**config.mk**
```make
export PLATFORM = sky130hd
export DESIGN_NAME = regxfer_seq
export DESIGN_NICKNAME = d
export VERILOG_FILES = /design/src/rtl/regxfer_seq.sv
export SDC_FILE = /design/constraint.sdc
export NUM_CORES = 1
export LEC_CHECK = 0
export ABC_AREA = 1
export BUFFER_PORTS_ARGS = -buffer_cell sky130_fd_sc_hd__buf_4
export CAP_MARGIN = 20
export CORE_MARGIN = 3
export CORE_UTILIZATION = 50
export DETAILED_ROUTE_END_ITERATION = 10
export GPL_ROUTABILITY_DRIVEN = 1
export PLACE_DENSITY_LB_ADDON = 0.05
export RECOVER_POWER = 50
export SYNTH_ARGS = -nofsm -noshare
export SYNTH_HDL_FRONTEND = slang
export SYNTH_SLANG_ARGS = --single-unit
```
**constraint.sdc**
```tcl
create_clock -name CLK -period 2.6 [get_ports CLK]
set_input_delay 0.13 -clock CLK [delete_from_list [all_inputs] [get_ports CLK]]
set_output_delay 0.13 -clock CLK [all_outputs]
set_load 0.01 [all_outputs]
```
**src/rtl/regxfer_seq.sv**
```systemverilog
// Register-to-register transfer sequencer: drives one source onto a shared bus,
// opens the destination's capture path, strobes its latch, then releases.
module regxfer_seq #(
    parameter  int NREG   = 8,
    parameter  int SETTLE = 1,
    localparam int SW     = (NREG > 1) ? $clog2(NREG) : 1
) (
    input  logic            CLK,
    input  logic            RESET_N,
    input  logic            start,
    input  logic [SW-1:0]   src,
    input  logic [SW-1:0]   dst,
    output logic            ready,
    output logic            busy,
    output logic            done,
    output logic            err,
    output logic [NREG-1:0] oe,
    output logic [NREG-1:0] hold,
    output logic [NREG-1:0] latch
);

    typedef enum logic [1:0] {
        S_IDLE,
        S_DRIVE,
        S_LATCH,
        S_RELEASE
    } state_t;

    localparam logic [SW:0] LP_NREG      = (SW+1)'(NREG);
    localparam logic [3:0]  LP_SETTLE_M1 = 4'(SETTLE - 1);

    state_t          r_state, w_state_nxt;
    logic [3:0]      r_cnt, w_cnt_nxt;
    logic [SW-1:0]   r_src, r_dst, w_src_nxt, w_dst_nxt;
    logic            r_buf_valid, w_buf_valid_nxt;
    logic [SW-1:0]   r_buf_src, r_buf_dst, w_buf_src_nxt, w_buf_dst_nxt;

    logic            r_ready, r_busy, r_done, r_err;
    logic [NREG-1:0] r_oe, r_hold, r_latch;
    logic            w_ready_nxt, w_busy_nxt, w_done_nxt, w_err_nxt;
    logic [NREG-1:0] w_oe_nxt, w_hold_nxt, w_latch_nxt;
    logic [NREG-1:0] w_src_sel, w_dst_sel;

    logic            w_accept, w_bad, w_cmd_ok;

    assign w_accept = start & r_ready;
    assign w_bad    = ({1'b0, src} >= LP_NREG) | ({1'b0, dst} >= LP_NREG) | (src == dst);
    assign w_cmd_ok = w_accept & ~w_bad;

    // NOTE: every signal driven here gets a default first, so no path can infer a latch.
    always_comb begin
        w_state_nxt     = r_state;
        w_cnt_nxt       = r_cnt;
        w_src_nxt       = r_src;
        w_dst_nxt       = r_dst;
        w_buf_valid_nxt = r_buf_valid;
        w_buf_src_nxt   = r_buf_src;
        w_buf_dst_nxt   = r_buf_dst;

        case (r_state)
            S_IDLE: begin
                if (w_cmd_ok) begin
                    w_state_nxt = S_DRIVE;
                    w_src_nxt   = src;
                    w_dst_nxt   = dst;
                    w_cnt_nxt   = LP_SETTLE_M1;
                end
            end
            S_DRIVE: begin
                if (w_cmd_ok) begin
                    w_buf_valid_nxt = 1'b1;
                    w_buf_src_nxt   = src;
                    w_buf_dst_nxt   = dst;
                end
                if (r_cnt == 4'd0) w_state_nxt = S_LATCH;
                else               w_cnt_nxt   = r_cnt - 4'd1;
            end
            S_LATCH: begin
                if (w_cmd_ok) begin
                    w_buf_valid_nxt = 1'b1;
                    w_buf_src_nxt   = src;
                    w_buf_dst_nxt   = dst;
                end
                w_state_nxt = S_RELEASE;
            end
            S_RELEASE: begin
                // A command arriving in RELEASE bypasses the buffer so the bus never idles.
                if (r_buf_valid) begin
                    w_state_nxt     = S_DRIVE;
                    w_src_nxt       = r_buf_src;
                    w_dst_nxt       = r_buf_dst;
                    w_cnt_nxt       = LP_SETTLE_M1;
                    w_buf_valid_nxt = 1'b0;
                end else if (w_cmd_ok) begin
                    w_state_nxt = S_DRIVE;
                    w_src_nxt   = src;
                    w_dst_nxt   = dst;
                    w_cnt_nxt   = LP_SETTLE_M1;
                end else begin
                    w_state_nxt = S_IDLE;
                end
            end
            default: w_state_nxt = S_IDLE;
        endcase
    end

    // Outputs are decoded from the next state so they can be registered without lag.
    always_comb begin
        w_src_sel   = NREG'(1) << w_src_nxt;
        w_dst_sel   = NREG'(1) << w_dst_nxt;
        w_oe_nxt    = '0;
        w_hold_nxt  = '1;
        w_latch_nxt = '0;
        case (w_state_nxt)
            S_DRIVE: begin
                w_oe_nxt   = w_src_sel;
                w_hold_nxt = ~w_dst_sel;
            end
            S_LATCH: begin
                w_oe_nxt    = w_src_sel;
                w_hold_nxt  = ~w_dst_sel;
                w_latch_nxt = w_dst_sel;
            end
            S_RELEASE: w_oe_nxt = w_src_sel;
            default: ;
        endcase
        w_busy_nxt  = (w_state_nxt != S_IDLE);
        w_done_nxt  = (w_state_nxt == S_RELEASE);
        w_err_nxt   = w_accept & w_bad;
        w_ready_nxt = ~w_buf_valid_nxt;
    end

    // NOTE: sequential state uses non-blocking assignments so all flops update together.
    always_ff @(posedge CLK or negedge RESET_N) begin
        if (!RESET_N) begin
            r_state     <= S_IDLE;
            r_cnt       <= '0;
            r_src       <= '0;
            r_dst       <= '0;
            r_buf_valid <= 1'b0;
            r_buf_src   <= '0;
            r_buf_dst   <= '0;
            r_ready     <= 1'b1;
            r_busy      <= 1'b0;
            r_done      <= 1'b0;
            r_err       <= 1'b0;
            r_oe        <= '0;
            r_hold      <= '1;
            r_latch     <= '0;
        end else begin
            r_state     <= w_state_nxt;
            r_cnt       <= w_cnt_nxt;
            r_src       <= w_src_nxt;
            r_dst       <= w_dst_nxt;
            r_buf_valid <= w_buf_valid_nxt;
            r_buf_src   <= w_buf_src_nxt;
            r_buf_dst   <= w_buf_dst_nxt;
            r_ready     <= w_ready_nxt;
            r_busy      <= w_busy_nxt;
            r_done      <= w_done_nxt;
            r_err       <= w_err_nxt;
            r_oe        <= w_oe_nxt;
            r_hold      <= w_hold_nxt;
            r_latch     <= w_latch_nxt;
        end
    end

    assign ready = r_ready;
    assign busy  = r_busy;
    assign done  = r_done;
    assign err   = r_err;
    assign oe    = r_oe;
    assign hold  = r_hold;
    assign latch = r_latch;

endmodule

```
==> impl_metrics.csv, run 1 <==
group,metric,value,unit
run_status,outcome,"completed",
synthesis,synth_top_area_share,43.4,%
floorplanning,die_x,72.2,um
critical_path,max_stage_delay,0.53,ns
cells_and_area,final_cells,338,
synthesis,ys_async_sr_fraction,100,%
floorplanning,core,4120,um^2
critical_path,worst-path-buf-inv,2,
placed_design,dp_slack,0.560,ns
placed_design,routabilityCongestion,0.784,
synthesis,synth_common_cells,"49 x nand2_1, 38 x dfrtp_1, 38 x inv_1",
drt,avgRoutedWirePerCell,12.0,um
clock_tree,cts_buffers,5,
power_and_ir_drop,power,3.24,mW
synthesis,netlist_top_cells_area,"dfrtp_1 43%, dfstp_2 11%, nand2_1 8.4%, inv_1 6.5%, nand3_1 6.2%",
drt,routed_wl,4040,um
timing,setup_viol_count_final,0,
floorplanning,fp.dieArea,5220,um^2
floorplanning,row_count,23,
synthesis,synth_edf_count,0,
timing,rsz0062_at_grt,"no",
critical_path,r2r_cells,9,
drt,drc,0,
timing,fin_crit_sh,78.8,%
clock_tree,cts_resized,0,
synthesis,ys_ff_latch,47,
critical_path,cp_slowest_cell,"dfstp_2",
drt,vias,1628,
power_and_ir_drop,powerDensity,1270,nW/um^2
timing,tightest_slew,1.11,ns
floorplanning,initial_core_util,53.3,%
drt,drt_iter0_markers,59,
power_and_ir_drop,peakVddDrop,0.876,mV
clock_tree,htree_levels,2,
critical_path,crit_cells,9,
critical_path,reg2reg_from,"ready",
drt,postRouteAntennaNets,0,
clock_tree,cts-root-buf,"clkbuf_8",
critical_path,r2r_setup_slack,0.55,ns
synthesis,yosysMostFrequentCell,"nand2_1",
cells_and_area,antenna_cells,0,
timing,fin_crit,2.05,ns
grt,antenna_found_initial,0,
timing,hold_violations,0,
placed_design,port_buffers,36,
clock_tree,cts_sinks,47,
synthesis,ys_seq_area_share,54.1,%
synthesis,syn_nets,263,
worst_hold_path,min-delay-start,"start",
critical_path,rr_endpoint,"hold[4]",
grt,grt_pass1_vias,1550,
timing,max_slew_margin,26.1,%
drt,via_per_inst,4.82,
timing,holdWs,0.0909,ns
critical_path,crit_family,"flip-flops",
timing,setup_ws,0.551,ns
drt,first_pass_iters,4,
synthesis,synth_top_area_cell,"dfrtp_1",
clock_tree,tritoncts,"built",
placed_design,place_inst,329,
critical_path,crit_end,"hold[4]",
cells_and_area,final_cell_area,2550,um^2
timing,fmaxAchievable,0.488,GHz
critical_path,endpoint_kind,"flip-flop",
grt,groute.usage.overall,17.2,%
timing,maxSlewViolCount,0,
grt,grt_first_pass_wirelength,7030,um
critical_path,crit_required,2.81,ns
power_and_ir_drop,p_leak,1.30,nW
worst_hold_path,hold_path.class,"input pin to flip-flop",
critical_path,cp-startpoint,"ready",
floorplanning,io_pins,37,
synthesis,synth.avg_cell_area,8.88,um^2
synthesis,synthFlopType,"dfrtp_1",
critical_path,cp-start-kind,"flip-flop",
run,maxCapViolations,0,
placed_design,dpl_cell_area,2500,um^2
cells_and_area,nNetsFinal,303,
cells_and_area,drive_gt1_share,21.2,%
synthesis,synthDistinctLibCells,26,
clock_tree,clockBufferDepth,2,
clock_tree,path_clk_slew,0.09,ns
synthesis,syn_inst,247,
synthesis,syn_area,2190,um^2
cells_and_area,final_core_util,62.0,%
timing,fin_skew,0.00752,ns
critical_path,crit_arrival,2.26,ns
floorplanning,die_y,72.2,um
critical_path,cp_cell_sequence,"nand2_1, inv_1, nand2_2, inv_1, o21ai_0, nand2_1, o21ai_0, ha_1, nand4_1",
cells_and_area,area_growth,16.4,%
timing,tns,0,ns
grt,grt_max_degree,48,
critical_path,worstSetupPathType,"flip-flop to flip-flop",
critical_path,crit_fanout,11,
clock_tree,clk_latency,0.30,ns
placed_design,dpl.hpwl,2980,um
synthesis,yosys_warnings,0,
grt,grt-ovfl-total,0,
[area by class of cell]
class | instances | area [um^2]
Clock buffer | 5 | 68.8
Tap cell | 50 | 62.6
Timing Repair Buffer | 37 | 233
Inverter | 43 | 161
Fill cell | 392 | 1560
Multi-Input combinational cell | 153 | 820
Sequential cell | 47 | 1190
Clock inverter | 3 | 20.0
[placed cells by master (no fill, tap or decap), types with 2 or more instances in the layout]
master	netlist	final
ha_1	7	7
inv_2	5	5
nand3_2	2	2
a21oi_4	2	2
o21ai_2	2	2
clkbuf_8	0	5
dfstp_2	9	9
nand4_1	2	2
clkbuf_1	0	12
inv_1	38	38
nand3_1	27	27
nand2_2	6	6
a21oi_1	3	3
o21ai_0	15	15
nand2_1	49	49
buf_4	0	23
nor2_1	29	29
dfrtp_1	38	38
nand2_4	2	2
[report_power, final]
part | internal (mW) | total, mW | leakage (nW) | switching, mW
registers | 0.984 | 1.10 | 0.588 | 0.112
logic | 0.554 | 1.71 | 0.675 | 1.16
clock network | 0.188 | 0.436 | 0.0418 | 0.248
[cell families after synthesis]
kind of cell / count (synthesis) / share of synthesized area, %
adders and majority gates: 7 / 3.99
buffers and inverters: 47 / 8.50
AOI/OAI and AO/OA: 27 / 8.44
xor gates and xnor gates: 1 / 0.399
and+or+nand+nor: 118 / 24.5
DFF: 47 / 54.1
[registers in the layout (all words and copies together) (netlist names)]
| register | count |
|---|---|
| oe | 8 |
| done | 1 |
| r_buf_valid | 1 |
| r_cnt | 4 |
| err | 1 |
| r_src | 3 |
| r_state | 2 |
| r_dst | 3 |
| r_buf_src | 3 |
| busy | 1 |
| r_buf_dst | 3 |
| ready | 1 |
| hold | 8 |
| latch | 8 |
[worst reg2reg max path: cells and delay by family (launching register included)]
kind / cells / cell delay (ns)
AOI/OAI and AO/OA: 2 / 0.21
and+or+nand+nor: 4 / 0.45
DFF: 1 / 0.53
buffers and inverters: 2 / 0.28
adders and majority gates: 1 / 0.49
[how the worst min path moves through the flow]
| stage | cells after the start | endpoint | slack, ns |
|---|---|---|---|
| floorplan | 0 | busy | -0.17 |
| global route | 3 | err | 0.11 |
| CTS | 3 | err | 0.08 |
| global placement | 1 | r_cnt[3] | 0.16 |
| detailed placement | 1 | r_cnt[3] | 0.17 |
| finish | 3 | err | 0.09 |
[routing by layer]
layer	share of wire [%]	wire [um]	GRT usage, %
met5	0	0	0
met4	1.3	51	5.64
met3	4.0	160	2.91
met2	47	1880	27.7
met1	48	1950	23.6
[what timing repair did]
item / 4_1_cts / 5_1_grt
buffers inserted: 0 / 0
hold buffers: 1 / 0
hold endpoints to repair: 38 / 0
No activity file was read; power rests on OpenSTA's default activity.
==> run 2, diff against run 1 <==
- ABC_AREA: 1 -> 0
- CORE_UTILIZATION: 50 -> 49
- clock period: 2.6 -> 1.8 ns (I/O delays scaled with it)
==> impl_metrics.csv, run 2 <==
group,metric,value,unit
run_status,outcome,"finished, violations left",
run_status,violations,"setup timing",
critical_path,endpoint_kind,"flip-flop",
cells_and_area,nNetsFinal,287,
synthesis,synth_edf_count,0,
clock_tree,cts_sinks,47,
grt,busiest_layer,"met2",
placed_design,place_inst,283,
clock_tree,cts_buffers,5,
grt,use_met2,46.3,%
critical_path,cp-start-kind,"flip-flop",
clock_tree,cts-root-buf,"clkbuf_8",
floorplanning,die_y,70.1,um
clock_tree,path_clk_slew,0.09,ns
critical_path,crit_arrival,2.45,ns
synthesis,netlist_top_cells_area,"dfrtp_1 47%, dfstp_2 12%, ha_1 4.4%, mux2_2 3.4%, inv_1 2.6%",
floorplanning,initial_core_util,52.9,%
placed_design,port_buffers,36,
power_and_ir_drop,powerDensity,2000,nW/um^2
cells_and_area,final_cell_mix,"82 x buf_4, 37 x dfrtp_1, 23 x buf_6",
synthesis,syn_inst,156,
power_and_ir_drop,p_leak,1.58,nW
synthesis,synth_top_area_share,47.3,%
power_and_ir_drop,peakVddDrop,1.63,mV
grt,grt-ovfl-total,0,
floorplanning,row_count,22,
drt,drc,0,
synthesis,synth_top_area_cell,"dfrtp_1",
critical_path,worstSetupPathType,"flip-flop to flip-flop",
timing,fin_crit,2.22,ns
placed_design,routabilityCongestion,0.828,
synthesis,synth.avg_cell_area,12.9,um^2
grt,grt_max_degree,48,
clock_tree,clockBufferDepth,2,
placed_design,dpl.hpwl,3280,um
drt,avgRoutedWirePerCell,19.7,um
synthesis,yosysMostFrequentCell,"dfrtp_1",
cells_and_area,area_growth,67.6,%
clock_tree,tritoncts,"built",
timing,tightest_slew,1.13,ns
timing,hold_violations,0,
cells_and_area,multi_input_area,1030,um^2
grt,grt_pass1_vias,1958,
timing,rsz0062_at_grt,"yes",
synthesis,ys_seq_area_share,59.1,%
placed_design,dpl_cell_area,2740,um^2
cells_and_area,antenna_cells,0,
floorplanning,io_pins,37,
worst_hold_path,hold_path.class,"input pin to flip-flop",
floorplanning,core,3800,um^2
grt,antenna_found_initial,0,
clock_tree,clk_latency,0.31,ns
critical_path,crit_fanout,4,
synthesis,synthFlopType,"dfrtp_1",
run,maxCapViolations,0,
critical_path,crit_family,"compound AO/OA/AOI/OAI gates",
grt,grt_first_pass_wirelength,9710,um
synthesis,syn_nets,172,
cells_and_area,mostFrequentLayoutCell,"buf_4",
timing,maxSlewViolCount,0,
floorplanning,die_x,70.1,um
synthesis,synth_common_cells,"38 x dfrtp_1, 14 x inv_1, 9 x dfstp_2",
drt,first_pass_iters,5,
placed_design,dp_slack,-0.322,ns
synthesis,synthDistinctLibCells,41,
synthesis,ys_ff_latch,47,
timing,setup_viol_count_final,31,
critical_path,crit_required,2.03,ns
timing,fmaxAchievable,0.451,GHz
cells_and_area,final_cells,320,
timing,setup_ws,-0.416,ns
synthesis,syn_area,2010,um^2
timing,fin_skew,0.00678,ns
floorplanning,fp.dieArea,4910,um^2
cells_and_area,drive_gt1_share,66.2,%
critical_path,worst-path-buf-inv,0,
critical_path,max_stage_delay,0.57,ns
drt,routed_wl,6300,um
grt,grt_use_met3,5.32,%
cells_and_area,final_cell_area,3370,um^2
grt,groute.usage.overall,25.4,%
timing,fin_crit_sh,123,%
drt,drt_iter0_markers,121,
drt,postRouteAntennaNets,0,
drt,vias,1812,
timing,max_slew_margin,24.3,%
critical_path,cp_cell_sequence,"nand2_4, a31o_4, a21oi_2, o21ai_2, and2_4, ha_4, a21o_1, a221o_2, nor3_2",
synthesis,yosys_warnings,0,
clock_tree,htree_levels,2,
drt,via_per_inst,5.66,
cells_and_area,nFillCells,159,
synthesis,ys_async_sr_fraction,100,%
grt,use_met1,28.7,%
critical_path,cp_slowest_cell,"dfstp_2",
cells_and_area,regArea,1190,um^2
## run 2: cell count changes in the layout (fill, tap and decap cells not counted), sizes merged, moves of 11 or more
| cell | change |
|---|---|
| buf | +85 |
| clkbuf | -11 |
| inv | -26 |
| nand2 | -53 |
| nand3 | -27 |
| nor2 | -25 |
| o21ai | -13 |
## run 2: final cells by class
type | instances | area share (%)
clock inverter | 2 | 0.371
multi-input combinational | 90 | 30.6
sequential | 47 | 35.3
clock buffer | 6 | 2.15
tap | 48 | 1.78
inverter | 17 | 1.97
timing repair buffer | 110 | 27.9
## run 2: power by group
| group | switching (mW) | internal, mW | leakage, nW |
|---|---|---|---|
| clock network | 0.361 | 0.272 | 0.0412 |
| logic | 2.16 | 2.31 | 0.942 |
| registers | 0.202 | 1.43 | 0.594 |
## run 2: path summary, 6_finish.rpt
path,start,end,slack [ns],depth (start not counted)
setup / recovery,ready,oe[1],-0.42,9
hold / removal,dst[1],r_buf_dst[1],0.16,3
setup reg to reg,ready,oe[1],-0.42,9
hold reg to reg,r_buf_dst[2],r_buf_dst[2],0.51,1
max in group asynchronous,RESET_N,r_state[0],0.50,2
min in group asynchronous,RESET_N,oe[6],0.54,2
## run 2: worst min-delay path, stage by stage
cell and delay [ns]:
buf_4 0.10, buf_4 0.10, mux2_2 0.14
## run 2: logic make-up (layout without fill, tap and decap cells)
group / Yosys count / after routing / share of synthesized area, %
fa+ha+maj: 7 / 7 / 4.36
xor+xnor: 3 / 3 / 1.68
simple gates: 45 / 45 / 14.8
compound gates: 29 / 29 / 13.0
buf+inv: 19 / 135 / 3.73
flops: 47 / 47 / 59.1
mux: 6 / 6 / 3.36
## run 2: layer usage
metal / up-vias / part of all wire [%]
li1: 803 / -
met1: 914 / 38
met2: 76 / 54
met3: 19 / 4.9
met4: 0 / 2.6
met5: - / 0
## run 2: what timing repair did
item,in CTS,in global routing
setup endpoints to repair,30,41
hold buffers,1,0
endpoints found under the hold margin,38,0
gates cloned,1,0
resized for setup,49,25
pin swaps,18,14
setup buffers,22,9
## run 2: per-stage QoR
stage / hold slack [ns] / util [%] / power (mW) / setup TNS (ns)
4_1_cts: 0.148 / 85.2 / 6.04 / -5.37
3_5_place_dp: 0.130 / 72.0 / 4.43 / -5.20
3_3_place_gp: 0.113 / 72.0 / 4.33 / -4.39
2_1_floorplan: -0.206 / - / 3.19 / -3.83
6_report: 0.159 / 88.7 / 6.73 / -8.00
5_1_grt: 0.161 / 88.7 / 7.07 / -10.47
